<file path="config.mk">
export PLATFORM = sky130hd
export DESIGN_NAME = fullchip_seq_flat
export DESIGN_NICKNAME = d
export VERILOG_FILES = /design/src/rtl/fullchip_seq_if.sv /design/src/rtl/fullchip_seq.sv /design/src/flat_wrapper.sv
export SDC_FILE = /design/constraint.sdc
export NUM_CORES = 1
export LEC_CHECK = 0
export ABC_AREA = 1
export CAP_MARGIN = 5
export CORE_MARGIN = 2
export CORE_UTILIZATION = 47
export DETAILED_ROUTE_END_ITERATION = 8
export PLACE_DENSITY = 0.75
export REMOVE_ABC_BUFFERS = 1
export SYNTH_ARGS = -nofsm -noshare
export SYNTH_HDL_FRONTEND = slang
export SYNTH_SLANG_ARGS = --single-unit
</file>
<file path="constraint.sdc">
create_clock -name clk -period 1.39 [get_ports clk]
set_input_delay 0.3475 -clock clk [delete_from_list [all_inputs] [get_ports clk]]
set_output_delay 0.3475 -clock clk [all_outputs]
set_load 0.02 [all_outputs]
</file>
<file path="src/rtl/fullchip_seq_if.sv">
// Host-side Q/K streaming handshake for the attention sequencer.
// The host drives in_valid; the sequencer answers with in_ready.
interface fullchip_seq_if;
  logic in_valid;
  logic in_ready;

  modport master (
    output in_valid,
    input  in_ready
  );

  modport slave (
    input  in_valid,
    output in_ready
  );
endinterface

</file>
<file path="src/rtl/fullchip_seq.sv">
// Attention-run sequencer: streams Q/K, loads K, executes, drains, normalises.
// Command outputs are registered one cycle behind the state that issues them.
module fullchip_seq #(
  parameter int TOTAL_CYCLE = 8,
  parameter int COL         = 8,
  parameter int AW          = 4,
  parameter int GAP_CYC     = 10,
  parameter int DRAIN_CYC   = 8,
  parameter int NWAIT_CYC   = 4,
  parameter int IW          = 2*AW+9
) (
  input  logic              clk,
  input  logic              reset,
  input  logic              start,
  input  logic              hsk_comp,
  fullchip_seq_if.slave     bus,
  output logic [IW-1:0]     inst,
  output logic              div,
  output logic              mac_array_clk_en,
  output logic              sfp_row_clk_en,
  output logic              kmem_clk_en,
  output logic              qmem_clk_en,
  output logic              busy,
  output logic              done
);

  if (TOTAL_CYCLE < 1) begin : g_chk_tc_min
    $error("TOTAL_CYCLE must be at least 1");
  end
  if (TOTAL_CYCLE + 2 > 2**AW) begin : g_chk_tc_max
    $error("TOTAL_CYCLE+2 must not exceed 2**AW");
  end
  if (COL < 1) begin : g_chk_col_min
    $error("COL must be at least 1");
  end
  if (COL + 1 > 2**AW) begin : g_chk_col_max
    $error("COL+1 must not exceed 2**AW");
  end
  if (GAP_CYC < 1 || GAP_CYC > 2**AW) begin : g_chk_gap
    $error("GAP_CYC must be in 1..2**AW");
  end
  if (DRAIN_CYC < 1 || DRAIN_CYC > 2**AW) begin : g_chk_drain
    $error("DRAIN_CYC must be in 1..2**AW");
  end
  if (NWAIT_CYC < 1 || NWAIT_CYC > 2**AW) begin : g_chk_nwait
    $error("NWAIT_CYC must be in 1..2**AW");
  end
  if (IW != 2*AW+9) begin : g_chk_iw
    $error("IW must equal 2*AW+9");
  end

  localparam logic [3:0] S_IDLE   = 4'd0;
  localparam logic [3:0] S_QWR    = 4'd1;
  localparam logic [3:0] S_KWR    = 4'd2;
  localparam logic [3:0] S_KLOAD  = 4'd3;
  localparam logic [3:0] S_LDRAIN = 4'd4;
  localparam logic [3:0] S_GAP    = 4'd5;
  localparam logic [3:0] S_EXEC   = 4'd6;
  localparam logic [3:0] S_XDRAIN = 4'd7;
  localparam logic [3:0] S_OFIFO  = 4'd8;
  localparam logic [3:0] S_NWAIT  = 4'd9;
  localparam logic [3:0] S_NORM   = 4'd10;
  localparam logic [3:0] S_DONE   = 4'd11;

  localparam logic [AW-1:0] L_ONE    = AW'(1);
  localparam logic [AW-1:0] L_QLAST  = AW'(TOTAL_CYCLE-1);
  localparam logic [AW-1:0] L_KLAST  = AW'(COL-1);
  localparam logic [AW-1:0] L_LDLAST = AW'(COL);
  localparam logic [AW-1:0] L_GLAST  = AW'(GAP_CYC-1);
  localparam logic [AW-1:0] L_XLAST  = AW'(TOTAL_CYCLE+1);
  localparam logic [AW-1:0] L_DLAST  = AW'(DRAIN_CYC-1);
  localparam logic [AW-1:0] L_WLAST  = AW'(NWAIT_CYC-1);

  logic [3:0]    r_state;
  logic [AW-1:0] r_cnt;
  logic [AW-1:0] r_padd;
  logic          r_even;
  logic          r_in_ready;

  logic [IW-1:0] r_inst;
  logic          r_div;
  logic          r_mac_en;
  logic          r_sfp_en;
  logic          r_kmem_en;
  logic          r_qmem_en;
  logic          r_busy;
  logic          r_done;

  logic [3:0]    w_state_nxt;
  logic [AW-1:0] w_cnt_nxt;
  logic [AW-1:0] w_padd_nxt;
  logic          w_even_nxt;
  logic          w_acc;
  logic [AW-1:0] w_cnt_inc;

  logic          w_ofr;
  logic [AW-1:0] w_qadd;
  logic [AW-1:0] w_padd_o;
  logic          w_exe;
  logic          w_ld;
  logic          w_qrd;
  logic          w_qwr;
  logic          w_krd;
  logic          w_kwr;
  logic          w_pwr;
  logic          w_div;
  logic          w_mac;
  logic          w_sfp;
  logic          w_ken;
  logic          w_qen;
  logic          w_done;
  logic          w_ready_nxt;

  assign w_acc     = bus.in_valid & r_in_ready;
  assign w_cnt_inc = r_cnt + L_ONE;

  // Next-state, counter update and per-state command decode.
  always_comb begin
    w_state_nxt = r_state;
    w_cnt_nxt   = r_cnt;
    w_padd_nxt  = r_padd;
    w_even_nxt  = r_even;
    w_ofr       = 1'b0;
    w_qadd      = '0;
    w_padd_o    = '0;
    w_exe       = 1'b0;
    w_ld        = 1'b0;
    w_qrd       = 1'b0;
    w_qwr       = 1'b0;
    w_krd       = 1'b0;
    w_kwr       = 1'b0;
    w_pwr       = 1'b0;
    w_div       = 1'b0;
    w_mac       = 1'b0;
    w_sfp       = 1'b0;
    w_ken       = 1'b0;
    w_qen       = 1'b0;
    w_done      = 1'b0;
    case (r_state)
      S_IDLE: begin
        if (start) begin
          w_state_nxt = S_QWR;
          w_cnt_nxt   = '0;
        end
      end
      S_QWR: begin
        w_qen  = 1'b1;
        w_qwr  = w_acc;
        w_qadd = r_cnt;
        if (w_acc) begin
          if (r_cnt == L_QLAST) begin
            w_state_nxt = S_KWR;
            w_cnt_nxt   = '0;
          end else begin
            w_cnt_nxt = w_cnt_inc;
          end
        end
      end
      S_KWR: begin
        w_ken  = 1'b1;
        w_kwr  = w_acc;
        w_qadd = r_cnt;
        if (w_acc) begin
          if (r_cnt == L_KLAST) begin
            w_state_nxt = S_KLOAD;
            w_cnt_nxt   = '0;
          end else begin
            w_cnt_nxt = w_cnt_inc;
          end
        end
      end
      S_KLOAD: begin
        w_ld   = 1'b1;
        w_ken  = 1'b1;
        w_krd  = (r_cnt != '0);
        w_qadd = (r_cnt == '0) ? '0 : r_cnt - L_ONE;
        if (r_cnt == L_LDLAST) begin
          w_state_nxt = S_LDRAIN;
          w_cnt_nxt   = '0;
        end else begin
          w_cnt_nxt = w_cnt_inc;
        end
      end
      S_LDRAIN: begin
        w_ld        = 1'b1;
        w_state_nxt = S_GAP;
        w_cnt_nxt   = '0;
      end
      S_GAP: begin
        w_mac = 1'b1;
        if (r_cnt == L_GLAST) begin
          w_state_nxt = S_EXEC;
          w_cnt_nxt   = '0;
        end else begin
          w_cnt_nxt = w_cnt_inc;
        end
      end
      S_EXEC: begin
        w_mac  = 1'b1;
        w_exe  = 1'b1;
        w_qrd  = 1'b1;
        w_qen  = 1'b1;
        w_qadd = r_cnt;
        if (r_cnt == L_XLAST) begin
          w_state_nxt = S_XDRAIN;
          w_cnt_nxt   = '0;
        end else begin
          w_cnt_nxt = w_cnt_inc;
        end
      end
      S_XDRAIN: begin
        w_mac = 1'b1;
        if (r_cnt == L_DLAST) begin
          w_state_nxt = S_OFIFO;
          w_cnt_nxt   = '0;
        end else begin
          w_cnt_nxt = w_cnt_inc;
        end
      end
      S_OFIFO: begin
        w_sfp = 1'b1;
        w_ofr = 1'b1;
        if (r_cnt == L_QLAST) begin
          w_state_nxt = S_NWAIT;
          w_cnt_nxt   = '0;
        end else begin
          w_cnt_nxt = w_cnt_inc;
        end
      end
      S_NWAIT: begin
        w_sfp = 1'b1;
        if (r_cnt == L_WLAST) begin
          w_state_nxt = S_NORM;
          w_cnt_nxt   = '0;
          w_padd_nxt  = '0;
          w_even_nxt  = 1'b0;
        end else begin
          w_cnt_nxt = w_cnt_inc;
        end
      end
      S_NORM: begin
        w_sfp    = 1'b1;
        w_padd_o = r_padd;
        if (!r_even) begin
          w_div      = 1'b1;
          w_pwr      = 1'b1;
          w_even_nxt = 1'b1;
        end else if (hsk_comp) begin
          w_pwr      = 1'b1;
          w_even_nxt = 1'b0;
          if (r_padd == L_QLAST) begin
            w_state_nxt = S_DONE;
            w_padd_nxt  = '0;
          end else begin
            w_padd_nxt = r_padd + L_ONE;
          end
        end
      end
      S_DONE: begin
        w_done      = 1'b1;
        w_state_nxt = S_IDLE;
      end
      default: begin
        w_state_nxt = S_IDLE;
        w_cnt_nxt   = '0;
        w_padd_nxt  = '0;
        w_even_nxt  = 1'b0;
      end
    endcase
  end

  // in_ready follows the next state so it lines up with the beat counter.
  assign w_ready_nxt = (w_state_nxt == S_QWR) || (w_state_nxt == S_KWR);

  // Sequencer state and counters.
  always_ff @(posedge clk or posedge reset) begin
    if (reset) begin
      r_state    <= S_IDLE;
      r_cnt      <= '0;
      r_padd     <= '0;
      r_even     <= 1'b0;
      r_in_ready <= 1'b0;
    end else begin
      r_state    <= w_state_nxt;
      r_cnt      <= w_cnt_nxt;
      r_padd     <= w_padd_nxt;
      r_even     <= w_even_nxt;
      r_in_ready <= w_ready_nxt;
    end
  end

  // Registered instruction word, divider flag, clock gates and status.
  always_ff @(posedge clk or posedge reset) begin
    if (reset) begin
      r_inst    <= '0;
      r_div     <= 1'b0;
      r_mac_en  <= 1'b0;
      r_sfp_en  <= 1'b0;
      r_kmem_en <= 1'b0;
      r_qmem_en <= 1'b0;
      r_busy    <= 1'b0;
      r_done    <= 1'b0;
    end else begin
      r_inst    <= {w_ofr, w_qadd, w_padd_o, w_exe, w_ld,
                    w_qrd, w_qwr, w_krd, w_kwr, 1'b0, w_pwr};
      r_div     <= w_div;
      r_mac_en  <= w_mac;
      r_sfp_en  <= w_sfp;
      r_kmem_en <= w_ken;
      r_qmem_en <= w_qen;
      r_busy    <= (r_state != S_IDLE);
      r_done    <= w_done;
    end
  end

  assign bus.in_ready      = r_in_ready;
  assign inst              = r_inst;
  assign div               = r_div;
  assign mac_array_clk_en  = r_mac_en;
  assign sfp_row_clk_en    = r_sfp_en;
  assign kmem_clk_en       = r_kmem_en;
  assign qmem_clk_en       = r_qmem_en;
  assign busy              = r_busy;
  assign done              = r_done;

endmodule

</file>
<file path="src/flat_wrapper.sv">
// flat-port wrapper written by rule: the top's interface ports become plain ports
module fullchip_seq_flat 
#(
  parameter int TOTAL_CYCLE = 8,
  parameter int COL         = 8,
  parameter int AW          = 4,
  parameter int GAP_CYC     = 10,
  parameter int DRAIN_CYC   = 8,
  parameter int NWAIT_CYC   = 4,
  parameter int IW          = 2*AW+9
)
  (clk, reset, start, hsk_comp, inst, div, mac_array_clk_en, sfp_row_clk_en, kmem_clk_en, qmem_clk_en, busy, done, bus_in_valid, bus_in_ready);
  fullchip_seq_if bus_i ();
  input  logic clk;
  input  logic reset;
  input  logic start;
  input  logic hsk_comp;
  output logic [IW-1:0] inst;
  output logic div;
  output logic mac_array_clk_en;
  output logic sfp_row_clk_en;
  output logic kmem_clk_en;
  output logic qmem_clk_en;
  output logic busy;
  output logic done;
  input wire logic [$bits(bus_i.in_valid)-1:0] bus_in_valid;
  output wire logic [$bits(bus_i.in_ready)-1:0] bus_in_ready;
  assign bus_i.in_valid = bus_in_valid;
  assign bus_in_ready = bus_i.in_ready;
  fullchip_seq #(.TOTAL_CYCLE(TOTAL_CYCLE), .COL(COL), .AW(AW), .GAP_CYC(GAP_CYC), .DRAIN_CYC(DRAIN_CYC), .NWAIT_CYC(NWAIT_CYC), .IW(IW)) u_core (.clk(clk), .reset(reset), .start(start), .hsk_comp(hsk_comp), .bus(bus_i), .inst(inst), .div(div), .mac_array_clk_en(mac_array_clk_en), .sfp_row_clk_en(sfp_row_clk_en), .kmem_clk_en(kmem_clk_en), .qmem_clk_en(qmem_clk_en), .busy(busy), .done(done));
endmodule
</file>
---- After elaboration in Yosys (flattened, before gate mapping) ----
Index checks and enable logic that the tools add are counted.
cells by class
  shifts and indexed selects .............. 0
  add/subtract/negate cells ............... 3
  reduce and logical (&&, ||, !) cells .... 19
  divide/modulo/power cells ............... 0
  $lt $le $gt $ge ......................... 0
  equal/unequal tests ..................... 23
  $mul .................................... 0
  bitwise logic cells ..................... 3
  multiplexer cells ....................... 50
operators by type and width
  cell                                                                     number
  4-bit two-way mux                                                        26
  4-bit one-hot mux with 11 select lines                                   1
  4-bit one-hot mux with 7 select lines                                    1
  4-bit by 3-bit equality test with 1-bit output, second input constant    6
  4-bit equality test, second input constant                               6
  1-bit two-way mux                                                        19
  4-bit by 2-bit equality test with 1-bit output, second input constant    4
  2-bit OR reduction                                                       7
  4-bit one-hot mux with 3 select lines                                    1
  10-bit OR reduction                                                      1
  3-bit OR reduction                                                       3
  4-bit by 1-bit adder with 4-bit output, second input constant            2
  4-bit by 1-bit equality test with 1-bit output, second input constant    2
  4-bit zero test                                                          2
  4-bit one-hot mux with 2 select lines                                    1
  4-bit nonzero test                                                       2
  2-bit by 1-bit inequality test with 1-bit output, second input constant  3
  2-bit inequality test, second input constant                             2
  4-bit AND reduction                                                      1
  4-bit by 1-bit subtractor with 4-bit output, second input constant       1
  1-bit one-hot mux with 3 select lines                                    1
  3-bit AND reduction                                                      1
  1-bit inverter                                                           2
  2-bit AND reduction                                                      1
  other kinds (2)                                                          2
word-level totals
  logic and storage cells ................. 111
  output and inout bits ................... 25
  bits of input ports ..................... 5
  flip-flop bits (word level) ............. 37
  bits in writable memories ............... 0
  bits in latches ......................... 0
  memories kept ........................... 0
  ROM bits ................................ 0

---- Depth between registers and ports, before layout ----
  word-level depth ........................ 7
  gate-level depth with buffers ........... 10
  mapped depth without buffers ............ 10

---- Least setup slack after synthesis ----
OpenSTA, ideal clock, no wires.
  path type ............................... register to register
  start point ............................. reg u_core.r_cnt[0]
  end point ............................... reg u_core.r_in_ready (netlist: u_core.bus.in_ready)
  slack ................................... -82 ps
  cell stages (with the launch flop) ...... 11
  arrival time ............................ 1,354 ps
  buffers on the path ..................... 0
  period minus slack after synthesis ...... 1,472 ps
  path through ............................ dfrtp_1 > ha_1 > nand2_1 > nor2_1 > nand2_1 > nand2_1 > nand2_1 > nor2_1 > nand2_1 > nand3_1 > nand2_1
between the ends
  word-level cells in the longest chain between the ends .. 6
  elaborated cells on any way between the ends .. 18
  classes of those cells .................. eq/ne: 6; mux: 11; reduce/logical: 1
ends and longest elaborated chain
  item                                                                                                                     RTL line                                  RTL
  start, declared                                                                                                          fullchip_seq.sv:75                        logic [AW-1:0] r_cnt;
  start signal, assigned                                                                                                   fullchip_seq.sv:285                       r_cnt <= w_cnt_nxt;
  4-bit by 3-bit equality test with 1-bit output                                                                           -
  4-bit two-way mux (on tied branches)                                                                                     fullchip_seq.sv:164, fullchip_seq.sv:151
  4-bit two-way mux (on tied branches)                                                                                     fullchip_seq.sv:163, fullchip_seq.sv:150
  4-bit one-hot mux with 11 select lines (*)                                                                               fullchip_seq.sv:139                       case (r_state)
  net u_core.w_state_nxt[0]                                                                                                fullchip_seq.sv:89                        logic [3:0] w_state_nxt;
  4-bit by 1-bit equality test with 1-bit output / 4-bit by 2-bit equality test with 1-bit output (equally long branches)  fullchip_seq.sv:273                       assign w_ready_nxt = (w_state_nxt == S_QWR) || (w_state_nxt == S_KWR);
  1-bit logical OR (*)                                                                                                     fullchip_seq.sv:273
  net u_core.w_ready_nxt                                                                                                   fullchip_seq.sv:112                       logic w_ready_nxt;
  end signal, assigned                                                                                                     fullchip_seq.sv:288                       r_in_ready <= w_ready_nxt;
  end, declared                                                                                                            fullchip_seq.sv:78                        logic r_in_ready;
Mark *: on every way through the listed nets, which the timed path passes. The rest lies on a longest branch.
A chain may end at the register's enable or synchronous reset.

---- Final worst setup path ----
Same ends and word-level chain as after synthesis.

==> impl_metrics.env <==
export IMPL_grt_pass1_vias=1594
export IMPL_netlist_area_mm2=0.00173
export IMPL_violations="negative setup slack"
export IMPL_finalCritPeriodShare_pct=118
export IMPL_finalCriticalPeriod_ns=1.64
export IMPL_gp_congestion=0.901
export IMPL_wl_mm=4.65
export IMPL_setup_slack_ns=-0.252
export IMPL_leakage_nw=1.46
export IMPL_p_per_area_mw_per_mm2=694
export IMPL_finalNetCount=308
export IMPL_fp_dieW_um=64.7
export IMPL_max_vdd_ir_drop_mv=0.455
export IMPL_crit_chain="ha_2 -> buf_6 -> nand3_2 -> o21ai_2 -> nand2_1 -> nor2_2 -> nand4_1 -> nand2_1"
export IMPL_multi_input_comb_area_um2=905
export IMPL_fin_worst_skew_ns=0.0108
export IMPL_fin_tns_setup_ns=-1.40
export IMPL_io_pins=30
export IMPL_dpl_hpwl_mm=2.97
export IMPL_cp_data_arrival_time_ns=1.88
export IMPL_synthDistinctLibCells=23
export IMPL_core_mm2=0.00361
export IMPL_rsz0062_at_grt="true"
export IMPL_area_growth_syn_to_layout_pct=57.2
export IMPL_antenna_found_initial=0
export IMPL_ys_warn_count=0
export IMPL_power_total_mw=1.89
export IMPL_worst_setup_path_end_kind="flip-flop"
export IMPL_final_area_mm2=0.00272
export IMPL_postCtsHoldBufs=0
export IMPL_grt_first_pass_wirelength_mm=7.08
export IMPL_cts_inserted_buffers=5
export IMPL_io_buffers=28
export IMPL_hold_ws_ns=0.398
export IMPL_postSynthCellCount=214
export IMPL_clk_pin_slew_worst_paths_ns=0.08
export IMPL_place_area_mm2=0.00240
export IMPL_setup_viol=12
export IMPL_max_stage_delay_ns=0.44
export IMPL_syn_area_per_cell_um2=8.08
export IMPL_insertion_delay_ns=0.29
export IMPL_finalHoldViolations=0
export IMPL_ctsLongestPathBuffers=2
export IMPL_critical_path_class="flip-flop to flip-flop"
export IMPL_grt_overflow=0
export IMPL_yosysSeqAreaShare_pct=52.1
export IMPL_max_freq_mhz=609
export IMPL_cts_tree="built"
export IMPL_cts_root_buf="clkbuf_8"
export IMPL_outcome="complete, but fails checks"
export IMPL_seqCellArea_um2=905
export IMPL_wire_per_inst_um=13.4
export IMPL_drv_cap=0
export IMPL_drc_errors=0
export IMPL_fill_cells=265
export IMPL_num_vias=1744
export IMPL_die_h_um=64.7
export IMPL_rr_startpoint="u_core.r_cnt[0]"
export IMPL_drive_gt1_share_pct=39.3
export IMPL_cp_max_fo=4
export IMPL_final_common_cell="buf_4"
export IMPL_mostFrequentLayoutCells="buf_4 (49), nand2_1 (40), dfrtp_1 (33)"
export IMPL_post_drt_via_cell_ratio=5.01
export IMPL_die_area_mm2=0.00418
export IMPL_ant_nets=0
export IMPL_crit_top_cell="nand2_1"
export IMPL_drtIter0Drc=73
export IMPL_hold_path_class="primary input to async pin"
export IMPL_slew_viol_final=0
export IMPL_cp_startpoint="u_core.r_cnt[0]"
export IMPL_grt_max_degree=37
export IMPL_firstDrtPassIters=4
export IMPL_antenna_cells=0
export IMPL_crit_path_start_kind="flip-flop"
export IMPL_cp_slowest_cell="dfrtp_1"
export IMPL_worst_ep_required_time_ns=1.63
export IMPL_rows=22
export IMPL_cts_max_level=2
export IMPL_grt_use_total_pct=22.4
export IMPL_ys_ff_latch=36
export IMPL_clock_sinks=36
export IMPL_start_util_pct=48.0
==> repair_timing <==
| action | in CTS | in global routing |
|---|---|---|
| endpoints found under the hold margin | 0 | 0 |
| endpoints found under the setup margin | 40 | 18 |
| gates resized for setup | 65 | 32 |
| pin swaps | 10 | 11 |
| setup buffers | 2 | 6 |
==> synth_stat cells, drive strengths merged <==
master  instances  area (um2)
nand2          55         211
a22oi           1        7.51
a21oi           1        5.00
buf             2        15.0
conb            1        3.75
inv            27         101
xor2            2        17.5
o22ai           2        12.5
o21ai          15        75.1
nand4           2        12.5
nor3            3        15.0
o211ai          2        15.0
ha              4        50.1
nand3          17        90.1
o21a            1        7.51
and3            1        6.26
dfrtp          36         901
nor2           41         161
a31oi           1        21.3
==> report_power, final <==
| group | total, mW | internal (mW) | switching (mW) |
|---|---|---|---|
| registers | 1.06 | 1.06 | 0.00404 |
| logic | 0.0909 | 0.0389 | 0.0520 |
| clock network | 0.735 | 0.349 | 0.386 |
| total | 1.89 | 1.44 | 0.442 |
==> final timing paths <==
kind                                  endpoint  slack, ns  depth (start not counted)
max                        u_core.bus.in_ready      -0.25                          8
min                             u_core.inst[9]       0.40                          3
max reg2reg                u_core.bus.in_ready      -0.25                          8
min reg2reg                         u_core.div       0.47                          1
max in group asynchronous    u_core.r_state[1]       0.80                          3
min in group clk                    u_core.div       0.47                          1
==> area by class of cell <==
class	instances	area share [%]
flip-flops and latches	36	33.3
clock buffers	5	2.53
multi-input cells	149	33.3
inverters	27	3.73
well taps	48	2.21
clock inverters	3	0.690
repair buffers	80	24.3
==> metrics by stage <==
stage	std cells	utilization, %	setup WS [ns]
after floorplan	212	-	-0.0821
after global placement	332	66.5	-0.164
after detailed placement	332	66.5	-0.208
after CTS	342	71.5	-0.106
after global routing	348	75.4	-0.344
final	348	75.4	-0.252
==> state kept, by name, summed over array words and instances, names as in the netlist <==
signal and count:
u_core.bus.in_ready 1, u_core.busy 1, u_core.div 1, u_core.done 1
u_core.inst 15, u_core.kmem_clk_en 1, u_core.mac_array_clk_en 1, u_core.qmem_clk_en 1
u_core.r_cnt 4, u_core.r_even 1, u_core.r_padd 4, u_core.r_state 4
u_core.sfp_row_clk_en 1
==> layer usage <==
metal	track usage [%]	wire, um
met1	29.9	2020
met2	34.9	2130
met4	11.4	263
met5	0	0
met3	4.34	231
==> cells by family (layout without fill, tap and decap cells) <==
group	count (synthesis)	count (layout)	synth area share (%)
flops	36	36	52.1
xor+xnor	2	2	1.01
simple gates	119	119	28.7
fa+ha+maj	4	4	2.89
buf+inv	29	115	6.73
compound gates	23	23	8.32
other cells	1	1	0.217
==> worst max-delay path, delay by kind of cell (launching register included) <==
family / cells / cell delay, ns
adder cells (fa/ha/maj): 1 / 0.24
flip-flops: 1 / 0.44
buffers and inverters: 1 / 0.13
AO/OA/AOI/OAI: 1 / 0.18
AND/OR/NAND/NOR: 5 / 0.60
Note: power is estimated with default switching activity, not from simulation.
